==> src/rtl/fifo_arb_pkg.sv <==
// fifo_arb_pkg: shared types and defaults for the FIFO write arbiter.
package fifo_arb_pkg;
  typedef enum logic {IDLE, BURST} state_t;
  localparam int DW_DEF = 4;
  localparam int DEPTH_DEF = 8;
  function automatic int occ_w(input int depth);
    return $clog2(depth + 1);
  endfunction
  localparam int OCC_W = occ_w(DEPTH_DEF);
endpackage

==> src/rtl/rr_pick.sv <==
// rr_pick: first set request at or after ptr, wrapping modulo N.
module rr_pick #(
  parameter int N = 4,
  parameter int IW = $clog2(N)
) (
  input  logic [N-1:0]  req,
  input  logic [IW-1:0] ptr,
  output logic [N-1:0]  onehot,
  output logic [IW-1:0] idx
);
  logic [IW-1:0] j;
  // Scan from the farthest offset down so the nearest one wins.
  always_comb begin
    onehot = '0;
    idx = '0;
    j = '0;
    for (int k = N - 1; k >= 0; k--) begin
      j = IW'((int'(ptr) + k) % N);
      if (req[j]) begin
        onehot = N'(1) << j;
        idx = j;
      end
    end
  end
endmodule

==> src/rtl/fifo_write_arbiter.sv <==
// fifo_write_arbiter: round-robin burst arbiter for a FIFO write port with credit tracking.
module fifo_write_arbiter
  import fifo_arb_pkg::*;
#(
  parameter int NREQ = 4,
  parameter int DW = DW_DEF,
  parameter int DEPTH = DEPTH_DEF,
  parameter int MAX_BURST = 4
) (
  input  logic                         clk,
  input  logic                         rst,
  input  logic [NREQ-1:0]              req_valid,
  input  logic [NREQ*DW-1:0]           req_data,
  output logic [NREQ-1:0]              req_ready,
  output logic [NREQ-1:0]              grant,
  output logic                         fifo_wr_en,
  output logic [DW-1:0]                fifo_wr_data,
  input  logic                         fifo_rd_en,
  input  logic                         fifo_empty,
  output logic [$clog2(DEPTH+1)-1:0]   occupancy,
  output logic                         busy
);
  localparam int OW = occ_w(DEPTH);
  localparam int PW = $clog2(NREQ);
  localparam int BW = $clog2(MAX_BURST + 1);
  state_t state, state_n;
  logic [NREQ-1:0] grant_n, pick_oh;
  logic [PW-1:0] owner, owner_n, rr_ptr, rr_ptr_n, pick_idx;
  logic [BW-1:0] beat_cnt, beat_cnt_n;
  logic [OW-1:0] occ_n;
  logic [DW-1:0] owner_data;
  logic hs, rd, room;
  rr_pick #(.N(NREQ)) u_pick (
    .req(req_valid),
    .ptr(rr_ptr),
    .onehot(pick_oh),
    .idx(pick_idx)
  );
  // Credits are taken at accept time, so the write latency cannot overrun the FIFO.
  assign room = occupancy < OW'(DEPTH);
  assign req_ready = (state == BURST && room) ? grant : '0;
  assign hs = |(req_valid & req_ready);
  assign rd = fifo_rd_en & ~fifo_empty;
  assign owner_data = req_data[owner*DW +: DW];
  assign busy = state == BURST;
  always_comb begin
    state_n = state;
    grant_n = grant;
    owner_n = owner;
    rr_ptr_n = rr_ptr;
    beat_cnt_n = beat_cnt;
    occ_n = (hs && !rd) ? occupancy + 1'b1 : (!hs && rd) ? occupancy - 1'b1 : occupancy;
    if (state == IDLE) begin
      if (|req_valid) begin
        state_n = BURST;
        grant_n = pick_oh;
        owner_n = pick_idx;
        beat_cnt_n = '0;
      end
    end else if (!req_valid[owner] || (hs && beat_cnt == BW'(MAX_BURST - 1))) begin
      state_n = IDLE;
      grant_n = '0;
      rr_ptr_n = (owner == PW'(NREQ - 1)) ? '0 : owner + 1'b1;
    end else if (hs) begin
      beat_cnt_n = beat_cnt + 1'b1;
    end
  end
  always_ff @(posedge clk) begin
    if (rst) begin
      state <= IDLE;
      grant <= '0;
      owner <= '0;
      rr_ptr <= '0;
      beat_cnt <= '0;
      occupancy <= '0;
      fifo_wr_en <= 1'b0;
      fifo_wr_data <= '0;
    end else begin
      state <= state_n;
      grant <= grant_n;
      owner <= owner_n;
      rr_ptr <= rr_ptr_n;
      beat_cnt <= beat_cnt_n;
      occupancy <= occ_n;
      fifo_wr_en <= hs;
      if (hs) fifo_wr_data <= owner_data;
    end
  end
endmodule

==> config.mk <==
export PLATFORM = sky130hd
export DESIGN_NAME = fifo_write_arbiter
export DESIGN_NICKNAME = d
export VERILOG_FILES = /design/src/rtl/fifo_arb_pkg.sv /design/src/rtl/rr_pick.sv /design/src/rtl/fifo_write_arbiter.sv
export SDC_FILE = /design/constraint.sdc
export NUM_CORES = 1
export LEC_CHECK = 0
export BUFFER_PORTS_ARGS = -buffer_cell sky130_fd_sc_hd__buf_2
export CAP_MARGIN = 20
export CELL_PAD_IN_SITES_DETAIL_PLACEMENT = 1
export CELL_PAD_IN_SITES_GLOBAL_PLACEMENT = 1
export CORE_MARGIN = 2
export CORE_UTILIZATION = 39
export CTS_BUF_LIST = sky130_fd_sc_hd__clkbuf_16
export DETAILED_ROUTE_END_ITERATION = 10
export PLACE_DENSITY_LB_ADDON = 0.1
export SETUP_SLACK_MARGIN = 0.02
export SLEW_MARGIN = 5
export SYNTH_ARGS = -nofsm -noshare
export SYNTH_HDL_FRONTEND = slang
export SYNTH_SLANG_ARGS = --single-unit
==> constraint.sdc <==
create_clock -name clk -period 2.56 [get_ports clk]
set_input_delay 0.256 -clock clk [delete_from_list [all_inputs] [get_ports clk]]
set_output_delay 0.256 -clock clk [all_outputs]
set_load 0.05 [all_outputs]
Word level (Yosys, flattened, before mapping)
Cells that the tools add are included.
{"block": "classes", "order_cmp": 6, "n_addsub": 7, "bitwise": 4, "mux": 32, "shift": 5, "n_reduce_logical": 16, "eq_ne": 5}
{"cell": "4-bit 2-to-1 mux", "count": 10}
{"cell": "16-bit by 5-bit variable part select with 4-bit output", "count": 1}
{"cell": "1-bit by 2-bit << shifter with 4-bit output (first input constant)", "count": 4}
{"cell": "2-bit by 3-bit less-than comparator with 1-bit output (second input constant)", "count": 5}
{"cell": "3-bit 2-to-1 mux", "count": 4}
{"cell": "1-bit binary-select mux with 2-bit select", "count": 5}
{"cell": "2-bit 2-to-1 mux", "count": 5}
{"cell": "1-bit 2-to-1 mux", "count": 8}
{"cell": "4-bit OR reduction", "count": 2}
{"cell": "2-bit AND reduction", "count": 3}
{"cell": "2-bit by 1-bit adder with 2-bit output (second input constant)", "count": 2}
{"cell": "2-bit adder (second input constant)", "count": 2}
{"cell": "4-bit by 1-bit adder with 4-bit output (second input constant)", "count": 1}
{"cell": "4-bit bitwise AND", "count": 1}
{"cell": "1-bit logical AND", "count": 4}
{"cell": "4-bit less-than comparator (second input constant)", "count": 1}
{"cell": "2-bit by 1-bit != test with 1-bit output (second input constant)", "count": 2}
{"cell": "2-bit nonzero test", "count": 2}
{"cell": "4-bit by 1-bit subtractor with 4-bit output (second input constant)", "count": 1}
{"cell": "3-bit by 1-bit adder with 3-bit output (second input constant)", "count": 1}
{"cell": "3-bit by 2-bit equality test with 1-bit output (second input constant)", "count": 1}
{"cell": "1-bit zero test", "count": 3}
{"cell": "3-bit AND reduction", "count": 1}
{"cell": "2-bit equality test (second input constant)", "count": 1}
{"cell": "other kinds (4)", "count": 5}
{"block": "word_totals", "reg_bits": 21, "input_bits": 24, "out_inout_bits": 18}

Depth between registers and ports, before layout
{"block": "logic_depth", "ltp_word": 9, "depth_mapped": 11, "depth_no_buf": 11}

Cells and area by module
From an unflattened synthesis, not the netlist that was laid out.
{"block": "unflattened", "cells_unflattened": 186, "area_unflattened_um2": 1714.1}
{"mod": "fifo_write_arbiter", "cells_each": 126, "area_per_inst_um2": 1223.7, "instances": 1, "seq_area_each_um2": 420.4}
{"mod": "rr_pick", "cells_each": 60, "area_per_inst_um2": 490.5, "instances": 1, "seq_area_each_um2": 0.0}

Worst setup path before layout
Ideal clock, no wire load.
{"block": "synth_path", "path_type": "flip-flop to flip-flop", "start": "register state (netlist: busy)", "end": "register occupancy[3]", "synth_period_minus_slack_ns": 2.659, "slack_ns": -0.099, "required_time_ns": 2.490, "path_stages_with_launch": 12, "arrival_ns": 2.588, "path_buffers": 0, "setup_time_ns": 0.070, "path_cell_list": "dfxtp_1 -> nor2b_1 -> o21ai_2 -> inv_2 -> ha_1 -> inv_1 -> ha_1 -> a21o_1 -> a21oi_1 -> xnor2_1 -> or3_1 -> a21oi_1"}
{"block": "synth_between", "elab_chain_len": 7, "elab_cells_between_ends": 9, "cone_classes": "mux (2); bitwise (1); reduce/logical (6)"}
{"item": "start, declared", "line_no": "fifo_write_arbiter.sv:26", "source": "state_t state, state_n;"}
{"item": "start signal, assigned", "line_no": "fifo_write_arbiter.sv:79", "source": "state <= state_n;"}
{"item": "1-bit logical AND *", "line_no": "fifo_write_arbiter.sv:41", "source": "assign req_ready = (state == BURST && room) ? grant : '0;"}
{"item": "4-bit 2-to-1 mux *", "line_no": "fifo_write_arbiter.sv:41"}
{"item": "4-bit bitwise AND *", "line_no": "fifo_write_arbiter.sv:42", "source": "assign hs = |(req_valid & req_ready);"}
{"item": "4-bit OR reduction *", "line_no": "fifo_write_arbiter.sv:42"}
{"item": "named net hs", "line_no": "fifo_write_arbiter.sv:32", "source": "logic hs, rd, room;"}
{"item": "1-bit zero test", "line_no": "fifo_write_arbiter.sv:52", "source": "occ_n = (hs && !rd) ? occupancy + 1'b1 : (!hs && rd) ? occupancy - 1'b1 : occupancy;"}
{"item": "1-bit logical AND", "line_no": "fifo_write_arbiter.sv:52"}
{"item": "2-bit nonzero test (no line)"}
{"item": "end signal, assigned", "line_no": "fifo_write_arbiter.sv:84", "source": "occupancy <= occ_n;"}
{"item": "end, declared", "line_no": "fifo_write_arbiter.sv:20", "source": "output logic [$clog2(DEPTH+1)-1:0] occupancy,"}
Mark *: on every way through the listed nets, which the timed path passes. The rest lies on a longest branch.
A chain may end at the register's enable or synchronous reset.

Worst setup path in the final report
{"block": "layout_path", "start": "register grant[2]", "end": "register occupancy[3]"}
{"block": "layout_between", "elab_chain_len": 6, "elab_cells_between_ends": 8, "cone_classes": "mux (2); bitwise (1); reduce/logical (5)"}
{"item": "start, declared", "line_no": "fifo_write_arbiter.sv:15", "source": "output logic [NREQ-1:0] grant,"}
{"item": "start signal, assigned", "line_no": "fifo_write_arbiter.sv:80", "source": "grant <= grant_n;"}
{"item": "4-bit 2-to-1 mux *", "line_no": "fifo_write_arbiter.sv:41"}
{"item": "4-bit bitwise AND *", "line_no": "fifo_write_arbiter.sv:42"}
{"item": "4-bit OR reduction *", "line_no": "fifo_write_arbiter.sv:42"}
{"item": "named net hs", "line_no": "fifo_write_arbiter.sv:32"}
{"item": "1-bit zero test", "line_no": "fifo_write_arbiter.sv:52"}
{"item": "1-bit logical AND", "line_no": "fifo_write_arbiter.sv:52"}
{"item": "2-bit nonzero test (no line)"}
Marked as above.

==> run_results.csv <==
group,metric,value,unit
status,outcome,"finished clean",
yosys,synth_area,0.00163,sq mm
yosys,yosysTopAreaCellShare,25.8,%
clock_tree,clock_latency,0.25,ns
yosys,synth-seq-cells,21,
sta,fin_crit,2.31,ns
worst_hold_path,hold_path_class,"in2reg",
pwr,leakage,0.000860,uW
global_route,first_global_vias,1464,
floorplan,rows,23,
yosys,yosysSeqAreaShare,25.8,%
worst_setup_path,worst_ep_required_time,2.75,ns
worst_setup_path,arrival,2.50,ns
floorplan,die_y,68.6,microns
worst_setup_path,critPathMaxFanout,4,
yosys,ys_types,43,
global_route,grt_max_degree,24,
yosys,yosys_most_used_dff,"dfxtp_1",
place,place_hpwl,3390,microns
detailed_routing,drc,0,
clock_tree,hold_buffers,0,
yosys,synth_nets,217,
sta,setup_ws,0.250,ns
sta,fmax,0.433,GHz
place,globalplace.congestion,0.753,
sta,whs,0.409,ns
sta,rsz0062_at_grt,"no",
floorplan,die_area,0.00471,sq mm
worst_setup_path,cp_cell_sequence,"a22o_1 > o21ai_2 > inv_2 > ha_1 > inv_1 > ha_1 > a21o_1 > a21oi_2 > xnor2_1 > or3_1 > a21oi_1",
final_layout,regArea,422,sq um
sta,finalSetupViolCount,0,
worst_setup_path,crit_top_cell,"ha_1",
clock_tree,root_buffer,"clkbuf_16",
pwr,ir_worst_vdd,257,uV
sta,slew_headroom,69.1,%
worst_setup_path,max_stage_delay,0.35,ns
yosys,syn_inst,178,
clock_tree,clkTransAtPathRegs,0.06,ns
clock_tree,clk_path_buf_depth,2,
sta,finalHoldViolations,0,
detailed_routing,drtPass1Iterations,4,
detailed_routing,wl,4370,microns
global_route,gr-total-overflow,0,
global_route,grt_usage,19.8,%
sta,finalMaxSlewViolations,0,
flow_run,max_cap_violations,0,
sta,fin_crit_sh,90.2,%
yosys,async_flop_share,0,%
detailed_routing,ant_nets,0,
worst_setup_path,cp_top_family,"compound AO/OA/AOI/OAI gates",
place,pre_cts_slack,0.150,ns
floorplan,die_w,68.6,microns
final_layout,fillers,504,
yosys,avgSynthCellArea,9.15,sq um
final_layout,drive_gt1_share,30.7,%
worst_setup_path,cp-start-kind,"register",
place,io_buffers,41,
sta,setup-tns-final,0,ns
global_route,antenna_found_initial,0,
floorplan,start_util,40.7,%
global_route,grt_pass1_wl,6960,microns
floorplan,core_area,0.00400,sq mm
yosys,synth_warnings,0,
detailed_routing,dr.first_iter.drc_count,28,
detailed_routing,via_per_inst,5.74,
yosys,synth_edf_count,0,
sta,tightest_slew,0.451,ns
final_layout,fin_nets,258,
worst_setup_path,crit_path_end_kind,"register",
yosys,synthTopCellsByArea,"dfxtp_1 (26%), ha_1 (11%), mux2i_1 (8.6%)",
clock_tree,cts_tree,"yes",
worst_setup_path,cp.buffers_inverters,2,
clock_tree,cts_buffers,3,
sta,finalClockSkew,0.00127,ns
clock_tree,htreeDepth,1,
floorplan,ios,42,
worst_setup_path,crit_type,"reg2reg",
detailed_routing,post_drt_wl_per_cell,16.3,microns
yosys,ys_top_cells_by_count,"dfxtp_1 (21), nor2_1 (18), ha_1 (14), mux2i_1 (14), a21oi_1 (10)",
worst_setup_path,cp_slowest_cell,"dfxtp_1",
final_layout,n_antenna_cell,0,
final_layout,multi_input_area,0.00115,sq mm
yosys,yosysMostFrequentCell,"dfxtp_1",
final_layout,area_growth,21.3,%
clock_tree,clock_sinks,21,
pwr,cellPowerDensity,730,mW/mm^2
yosys,yosys.area.top_type,"dfxtp_1",
detailed_routing,num_vias,1538,
final_layout,fin_util,49.4,%
==> placed cells by master (no fill, tap or decap), drive strengths merged, types with 2 or more instances in the layout <==
cell type	n
a21o	2
xnor2	2
a22o	2
o2111a	4
a221o	5
buf	46
nand2	9
nor3	5
nand4	4
mux2	3
a21oi	10
nor2b	6
o21ai	6
dfxtp	21
clkbuf	3
mux2i	14
o211ai	4
inv	5
nand2b	8
nor2	18
and2	4
ha	14
mux4	6
==> layer usage <==
layer	track usage, %	wire, microns	vias to the layer above
met4	5.25	40	0
met2	34.3	2270	35
met1	25.3	1910	756
li1	-	-	743
met3	3.41	142	4
met5	0	0	-
==> flip-flops by register name, summed over array words and instances (netlist names) <==
| signal | cells |
|---|---|
| busy | 1 |
| occupancy | 4 |
| grant | 4 |
| fifo_wr_data | 4 |
| rr_ptr | 2 |
| beat_cnt | 3 |
| fifo_wr_en | 1 |
| owner | 2 |
==> timing repair <==
item,CTS,global route
gates resized for setup,0,2
buffers inserted,0,0
hold endpoints to repair,0,0
endpoints found under the setup margin,0,1
==> path summary, 6_finish.rpt <==
kind	startpoint	to	slack [ns]	cells after the start
min	req_valid[3]	fifo_wr_en	0.41	4
max	grant[2]	occupancy[3]	0.25	11
min reg2reg	beat_cnt[2]	beat_cnt[2]	0.50	2
max reg2reg	grant[2]	occupancy[3]	0.25	11
==> metrics by stage <==
step | power [uW] | instances | instance area, sq um
2_1_floorplan | 946 | 178 | 1630
3_3_place_gp | 1080 | 264 | 1890
3_5_place_dp | 1110 | 264 | 1890
4_1_cts | 1450 | 268 | 1970
5_1_grt | 1540 | 268 | 1970
6_report | 1440 | 268 | 1970
==> report_power, final <==
group / internal (uW) / leakage, uW / switching [uW]
sequential: 377 / 0.000172 / 54.5
combinational: 259 / 0.000647 / 420
clock: 210 / 0.0000409 / 122
total: 845 / 0.000860 / 596
==> worst min-delay path, delay by kind of cell <==
kind            cells  cell delay (ns)
buf+inv             1             0.09
simple gates        1             0.07
compound gates      2             0.21
==> cell families (layout without fill, tap and decap cells) <==
logic type	Yosys count	in the layout	synth area share [%]
xor gates and xnor gates	3	3	1.61
and+or+nand+nor	60	60	18.8
adders and majority gates	15	15	12.0
buffers and inverters	15	55	4.00
AOI/OAI and AO/OA	41	41	18.8
muxes	23	23	19.0
DFF	21	21	25.8
==> final cells by class <==
| cell class | instances | share of cell area (%) |
|---|---|---|
| clock inverter | 1 | 0.253 |
| clock buffer | 3 | 3.80 |
| tap | 50 | 3.17 |
| sequential | 21 | 21.4 |
| multi-input combinational | 142 | 58.2 |
| timing repair buffer | 46 | 12.3 |
| inverter | 5 | 0.951 |
Power figures use the tool's default switching activity.
